[config.mk]
export PLATFORM = sky130hd
export DESIGN_NAME = dmem_port_arbiter
export DESIGN_NICKNAME = d
export VERILOG_FILES = /design/src/rtl/dmem_port_arbiter.sv
export SDC_FILE = /design/constraint.sdc
export NUM_CORES = 1
export LEC_CHECK = 0
export ABC_AREA = 1
export ABC_CLOCK_PERIOD_IN_PS = 3850
export CORE_MARGIN = 3
export CORE_UTILIZATION = 37
export DETAILED_ROUTE_END_ITERATION = 8
export PLACE_DENSITY = 0.95
export SETUP_SLACK_MARGIN = 0.5
export SLEW_MARGIN = 15
export SYNTH_ARGS = -nofsm -noshare
export SYNTH_HDL_FRONTEND = slang
export SYNTH_SLANG_ARGS = --single-unit
[constraint.sdc]
create_clock -name clk -period 3.85 [get_ports clk]
set_clock_uncertainty 0.1 [all_clocks]
set_input_delay 0.385 -clock clk [delete_from_list [all_inputs] [get_ports clk]]
set_output_delay 0.385 -clock clk [all_outputs]
set_load 0.005 [all_outputs]
[src/rtl/dmem_port_arbiter.sv]
// Data-memory port arbiter between the CPU MEM stage and a host burst port.
// Optional statistics counters are built when DMEM_ARB_STATS_EN is defined.
module dmem_port_arbiter #(
    parameter int DATA_WIDTH    = 20,
    parameter int ADDRESS_WIDTH = 8,
    parameter int BURST_WIDTH   = 8,
    parameter int MAX_WAIT      = 8,
    parameter int CNT_WIDTH     = 16
) (
    input  logic                     clk,
    input  logic                     rst,
    input  logic                     cpu_mem_read,
    input  logic                     cpu_mem_write,
    input  logic                     cpu_byte_en,
    input  logic [ADDRESS_WIDTH-1:0] cpu_addr,
    input  logic [DATA_WIDTH-1:0]    cpu_wdata,
    output logic [DATA_WIDTH-1:0]    cpu_rdata,
    output logic                     cpu_stall,
    input  logic                     host_req,
    input  logic                     host_we,
    input  logic [ADDRESS_WIDTH-1:0] host_addr,
    input  logic [BURST_WIDTH-1:0]   host_len,
    input  logic [DATA_WIDTH-1:0]    host_wdata,
    output logic                     host_gnt,
    output logic                     host_rvalid,
    output logic [DATA_WIDTH-1:0]    host_rdata,
    output logic                     host_done,
    output logic                     mem_re,
    output logic                     mem_we,
    output logic                     mem_byte_en,
    output logic [ADDRESS_WIDTH-1:0] mem_addr,
    output logic [DATA_WIDTH-1:0]    mem_wdata,
    input  logic [DATA_WIDTH-1:0]    mem_rdata,
    output logic [CNT_WIDTH-1:0]     stat_stall_cnt,
    output logic [CNT_WIDTH-1:0]     stat_beat_cnt
);

    localparam int WW = $clog2(MAX_WAIT + 1);

    typedef enum logic [1:0] {IDLE, BURST, DRAIN} state_t;

    state_t                   state_q;
    logic [ADDRESS_WIDTH-1:0] addr_q;
    logic [BURST_WIDTH-1:0]   len_q;
    logic                     we_q;
    logic [WW-1:0]            wait_q;
    logic                     gnt_q;
    logic                     rvalid_q;

    logic cpu_act;
    logic grant;

    assign cpu_act = cpu_mem_read | cpu_mem_write;
    assign grant   = (state_q == IDLE) & host_req & (~cpu_act | (wait_q == WW'(MAX_WAIT)));

    // len_q counts remaining beats down; the beat seen with len_q==0 is the last one.
    always_ff @(posedge clk or posedge rst) begin
        if (rst) begin
            state_q  <= IDLE;
            addr_q   <= '0;
            len_q    <= '0;
            we_q     <= 1'b0;
            wait_q   <= '0;
            gnt_q    <= 1'b0;
            rvalid_q <= 1'b0;
        end else begin
            gnt_q    <= 1'b0;
            rvalid_q <= (state_q == BURST) & ~we_q;
            case (state_q)
                IDLE: begin
                    if (grant) begin
                        addr_q  <= host_addr;
                        len_q   <= host_len;
                        we_q    <= host_we;
                        wait_q  <= '0;
                        gnt_q   <= 1'b1;
                        state_q <= BURST;
                    end else if (host_req & cpu_act) begin
                        wait_q <= wait_q + 1'b1;
                    end else begin
                        wait_q <= '0;
                    end
                end
                BURST: begin
                    addr_q <= addr_q + 1'b1;
                    if (len_q == '0) begin
                        state_q <= DRAIN;
                    end else begin
                        len_q <= len_q - 1'b1;
                    end
                end
                DRAIN:   state_q <= IDLE;
                default: state_q <= IDLE;
            endcase
        end
    end

    always_comb begin
        mem_re      = 1'b0;
        mem_we      = 1'b0;
        mem_byte_en = 1'b0;
        mem_addr    = cpu_addr;
        mem_wdata   = cpu_wdata;
        cpu_stall   = 1'b0;
        case (state_q)
            IDLE: begin
                if (grant) begin
                    cpu_stall = cpu_act;
                end else begin
                    mem_re      = cpu_mem_read & ~cpu_mem_write;
                    mem_we      = cpu_mem_write;
                    mem_byte_en = cpu_byte_en;
                end
            end
            BURST: begin
                mem_addr  = addr_q;
                mem_we    = we_q;
                mem_re    = ~we_q;
                mem_wdata = host_wdata;
                cpu_stall = cpu_act;
            end
            DRAIN:   cpu_stall = cpu_act;
            default: cpu_stall = 1'b0;
        endcase
    end

    assign cpu_rdata   = mem_rdata;
    assign host_rdata  = mem_rdata;
    assign host_gnt    = gnt_q;
    assign host_rvalid = rvalid_q;
    assign host_done   = (state_q == DRAIN);

`ifdef DMEM_ARB_STATS_EN
    logic [CNT_WIDTH-1:0] stall_cnt_q;
    logic [CNT_WIDTH-1:0] beat_cnt_q;

    always_ff @(posedge clk or posedge rst) begin
        if (rst) begin
            stall_cnt_q <= '0;
            beat_cnt_q  <= '0;
        end else begin
            if (cpu_stall && (stall_cnt_q != '1)) begin
                stall_cnt_q <= stall_cnt_q + 1'b1;
            end
            if ((state_q == BURST) && (beat_cnt_q != '1)) begin
                beat_cnt_q <= beat_cnt_q + 1'b1;
            end
        end
    end

    assign stat_stall_cnt = stall_cnt_q;
    assign stat_beat_cnt  = beat_cnt_q;
`else
    assign stat_stall_cnt = '0;
    assign stat_beat_cnt  = '0;
`endif

endmodule

# Word-level counts from Yosys, hierarchy flattened
# Index checks and enable logic that the tools add are counted.
[classes]
add_sub_neg = 3
mul = 0
div = 0
magnitude_cmp = 0
eq_ne = 6
n_shift = 0
mux = 22
n_bitwise = 10
n_reduce_logical = 8
[op_table]
columns = ["cell", "count"]
rows = [
  ["2-to-1 mux 8 bit", 4],
  ["case mux 8 bit (2 select lines)", 2],
  ["2-to-1 mux 20 bit", 1],
  ["adder 8 x 1 -> 8 bit (second input constant)", 1],
  ["zero test 8 bit", 1],
  ["2-to-1 mux 4 bit", 2],
  ["subtractor 8 x 1 -> 8 bit (second input constant)", 1],
  ["2-to-1 mux 1 bit", 7],
  ["case mux 1 bit (2 select lines)", 3],
  ["AND reduction 2 bit", 3],
  ["bitwise AND 1 bit", 5],
  ["adder 4 x 1 -> 4 bit (second input constant)", 1],
  ["== test 4 bit (second input constant)", 1],
  ["2-to-1 mux 2 bit", 2],
  ["!= test 2 bit (second input constant)", 2],
  ["case mux 2 bit (2 select lines)", 1],
  ["inverter 1 bit", 3],
  ["AND reduction 3 bit", 1],
  ["== test 2 x 1 -> 1 bit (second input constant)", 1],
  ["== test 2 bit (second input constant)", 1],
  ["zero test 2 bit", 1],
  ["!= test 2 x 1 -> 1 bit (second input constant)", 1],
  ["OR 1 bit", 2],
  ["nonzero test 2 bit", 1],
  ["OR reduction 2 bit", 1],
]
[totals]
register_bits = 25
latchBits = 0
mem_bits_rw = 0
mem_bits_ro = 0
in_bits = 91
out_inout_bits = 107
elab_cells = 56
memories = 0

# Logic depth before layout (Yosys ltp)
[logic_depth]
depth_word = 6
depth_mapped = 12
depth_no_buf = 10

# Worst setup path after synthesis
# Ideal clock, no wire load.
[synth_path]
path_kind = "register to output"
from = "register state_q[0]"
to = "output port mem_we"
arrival_time_ns = 1.419
setup_slack_ns = 1.946
stages_incl_launch_ff = 9
n_path_buf = 1
path_cell_list = "dfrtp_1 -> inv_1 -> ha_1 -> buf_4 -> nand2_1 -> inv_1 -> nand2_1 -> nand2_1 -> o21ai_0"
[synth_between]
elab_chain_cells = 5
[synth_rtl]
columns = ["element", "line_no", "rtl"]
rows = [
  ["start: declaration", "42", "state_t state_q;"],
  ["start signal: assignment", "59", "state_q <= IDLE;"],
  ["start signal: assignment", "77", "state_q <= BURST;"],
  ["start signal: assignment", "87", "state_q <= DRAIN;"],
  ["zero test 2 bit", "54, 105", ""],
  ["bitwise AND 1 bit (2 in series)", "54", "assign grant = (state_q == IDLE) & host_req & (~cpu_act | (wait_q == WW'(MAX_WAIT)));"],
  ["2-to-1 mux 1 bit", "107", "if (grant) begin"],
  ["case mux 1 bit (2 select lines) (*)", "105", "case (state_q)"],
  ["end: declaration", "29", "output logic mem_we,"],
]
# Mark *: on every way between the ends. The rest lies on a longest branch, timed or not.

# Worst setup path after layout
# Ends and elaborated chain as after synthesis.

==> impl_metrics.csv <==
group,metric,value,unit
outcome,status,"finished, final reports clean",
worst_setup_path,cp.required,3.37,ns
finish,multi_input_area,1330,sq um
grt,grt_pass1_wl,11100,um
yosys,yosys.area_share.simple,33.3,%
clock_network,clkTransAtPathRegs,0.08,ns
worst_hold_path,hold_path_class,"reg2reg",
detailed_routing,drtPass1Iterations,4,
finish,final_area,3300,sq um
yosys,synth_area,2580,sq um
finish,mostFrequentLayoutCell,"nand2_1",
worst_setup_path,endpoint_kind,"output pin",
grt,antenna_found_initial,0,
finish,area.sequential,626,sq um
yosys,synth.largest_area_cell,"dfrtp_1",
timing,fin_crit,2.97,ns
clock_network,htree_levels,1,
yosys,synth_edf_count,0,
yosys,synthMuxAreaShare,0,%
grt,grt.overflow.total,0,
yosys,synth_top_family_by_area,"simple AND/OR/NAND/NOR gates",
finish,layout_common_cells,"nand2_1 (152), clkdlybuf4s50_1 (105), conb_1 (32)",
finish,final_nets,556,
timing,tightest_slew,0.968,ns
finish,area_growth,27.7,%
power_and_ir_drop,power_density,628,nW/um^2
power_and_ir_drop,netSwitchingFraction,47.2,%
die,die_h,89.5,um
yosys,syn-instance-count,397,
clock_network,cts_tree,"done",
timing,max-slew-margin-rel,35.4,%
yosys,synth_compound_area_share,7.46,%
placed_design,numPlacedInstances,542,
worst_setup_path,rr_worst_depth,9,
die,die_area,8020,sq um
grt,grt_max_degree,50,
yosys,async_flop_share,100,%
grt,grt_pass1_vias,2358,
timing,maxSlewViolCount,0,
timing,finalHoldViolCount,0,
clock_network,root_buffer,"clkbuf_8",
power_and_ir_drop,internal-power,1.09,mW
yosys,synth_seq_cells,25,
clock_network,cts.sinks,25,
finish,fillers,618,
finish,diodes,0,
yosys,seq_area_frac_synth,24.2,%
worst_setup_path,timing.rr.end,"len_q[4]$_DFFE_PP0P_",
yosys,synth_xor_area_share,0.678,%
timing,grt_setup_unrepaired,"no",
finish,drive_above_1_share,4.19,%
clock_network,clk_path_buf_depth,2,
power_and_ir_drop,seq_power_share,23.5,%
timing,setup_viol,0,
worst_setup_path,worstPathArrival,2.48,ns
worst_setup_path,r2r_start,"state_q[1]$_DFFE_PP0P_",
placed_design,dp_hpwl,6120,um
clock_network,post_cts_buffers,0,
worst_hold_path,min_to,"host_rvalid$_DFF_PP0_",
power_and_ir_drop,power.total,2.07,mW
die,core-area,6570,sq um
grt,gr-usage-all-layers,17.4,%
worst_setup_path,start_kind,"flop",
die,fp.dieW,89.5,um
yosys,avgSynthCellArea,6.50,sq um
power_and_ir_drop,p_leak,1.67,nW
timing,period_share,77.1,%
worst_setup_path,crit_type,"reg2out",
finish,fin_util,50.2,%
placed_design,pre_cts_slack,1.09,ns
power_and_ir_drop,clockPowerShare,7.5,%
clock_network,cts_resized,0,
timing,setup-tns-final,0,ns
yosys,synth.area.top_cells,"dfrtp_1 (24%), nand2_1 (22%), buf_4 (22%), ha_1 (5.3%), nand3_1 (4.8%)",
clock_network,cts_hold_buf,0,
die,rows,29,
yosys,synthAdderAreaFrac,5.33,%
yosys,synth_top_cell_area_share,24.2,%
detailed_routing,drc,0,
clock_network,numCtsBuffers,3,
placed_design,place_area,3250,sq um
detailed_routing,routedWlPerCell,14.0,um
timing,fmax,0.337,GHz
yosys,yosys_warnings,0,
die,ioPinCount,198,
worst_setup_path,cp_max_fo,8,
worst_hold_path,hold_depth,1,
finish,fin_cells,546,
detailed_routing,drtIter0Drc,163,
job,maxCapViolations,0,
detailed_routing,final_antenna_net_count,0,
detailed_routing,vias_per_cell,4.54,
power_and_ir_drop,switchingPower,0.977,mW
detailed_routing,routed-via-count,2478,
timing,setup_ws,0.880,ns
timing,holdWs,0.423,ns
detailed_routing,wl,7640,um
worst_hold_path,hp-start,"we_q$_DFFE_PP0P_",
die,start_util,39.3,%
yosys,yosysUniqueCellTypes,29,
placed_design,place_congestion,0.791,
power_and_ir_drop,irDropWorstVdd,0.000189,V
yosys,synthFlopType,"dfrtp_1",
worst_setup_path,regToRegSetupSlack,1.61,ns
clock_network,clock_latency,0.27,ns
power_and_ir_drop,power_frac_comb,69.0,%
placed_design,port_buffers,105,
-- power by group through the flow --
stage	clock network (mW)	logic [mW]	registers (mW)
after detailed placement	0	1.43	0.489
after CTS	0.162	1.44	0.484
after global placement	0	1.38	0.476
after global routing	0.170	1.60	0.503
after floorplan	0	0.935	0.460
final	0.156	1.43	0.487
-- metal layers --
| layer | vias to the layer above | GRT usage [%] | wire [um] |
|---|---|---|---|
| li1 | 1231 | - | - |
| met1 | 1116 | 18.8 | 2750 |
| met3 | 4 | 3.04 | 714 |
| met5 | - | 0 | 0 |
| met4 | 0 | 1.76 | 26 |
| met2 | 127 | 35.6 | 4160 |
-- state kept, by name, summed over array words and instances, names as in the netlist --
name	flops
we_q	1
len_q	8
state_q	2
addr_q	8
host_gnt	1
host_rvalid	1
wait_q	4
-- logic make-up (layout without fill, tap and decap cells) --
group | after synthesis | after routing
and+or+nand+nor | 210 | 210
buffers and inverters | 117 | 142
AOI/OAI and AO/OA | 31 | 31
DFF | 25 | 25
adders and majority gates | 11 | 11
xor gates and xnor gates | 2 | 2
other | 1 | 32
-- how the worst max path moves through the flow --
stage	startpoint	endpoint	slack (ns)	cells past startpoint
floorplan	state_q[0]$_DFFE_PP0P_	mem_we	1.95	8
global placement	cpu_mem_write	mem_we	1.28	8
detailed placement	cpu_mem_write	mem_we	1.09	8
CTS	state_q[0]$_DFFE_PP0P_	mem_we	0.94	8
global route	state_q[0]$_DFFE_PP0P_	mem_we	0.79	8
finish	state_q[0]$_DFFE_PP0P_	mem_we	0.88	8
-- synthesized netlist by cell type, types with 2 or more instances --
master	count
nand2_2	3
ha_1	11
nor2_1	21
nand2_1	152
nand3_1	25
dfrtp_1	25
o22ai_1	5
buf_2	4
o21ai_0	14
clkbuf_1	2
o21ai_2	5
o21a_1	3
a21oi_1	2
nand4_1	3
buf_1	3
inv_1	30
nand2_4	2
buf_4	75
o211ai_1	2
-- layout make-up --
type,instances,area share [%]
timing repair buffer,106,32.1
multi-input combinational,286,40.3
sequential,25,19.0
tap,93,3.53
inverter,32,3.72
clock buffer,4,1.37
-- worst max-delay path, stage by stage, from the launching register on --
cell	delay, ns
dfrtp_1	0.42
inv_1	0.10
ha_1	0.31
nand2_1	0.12
inv_1	0.06
nand2_1	0.20
nand2_1	0.24
o21ai_0	0.24
clkdlybuf4s50_1	0.55
(Power assumes the default switching activity.)
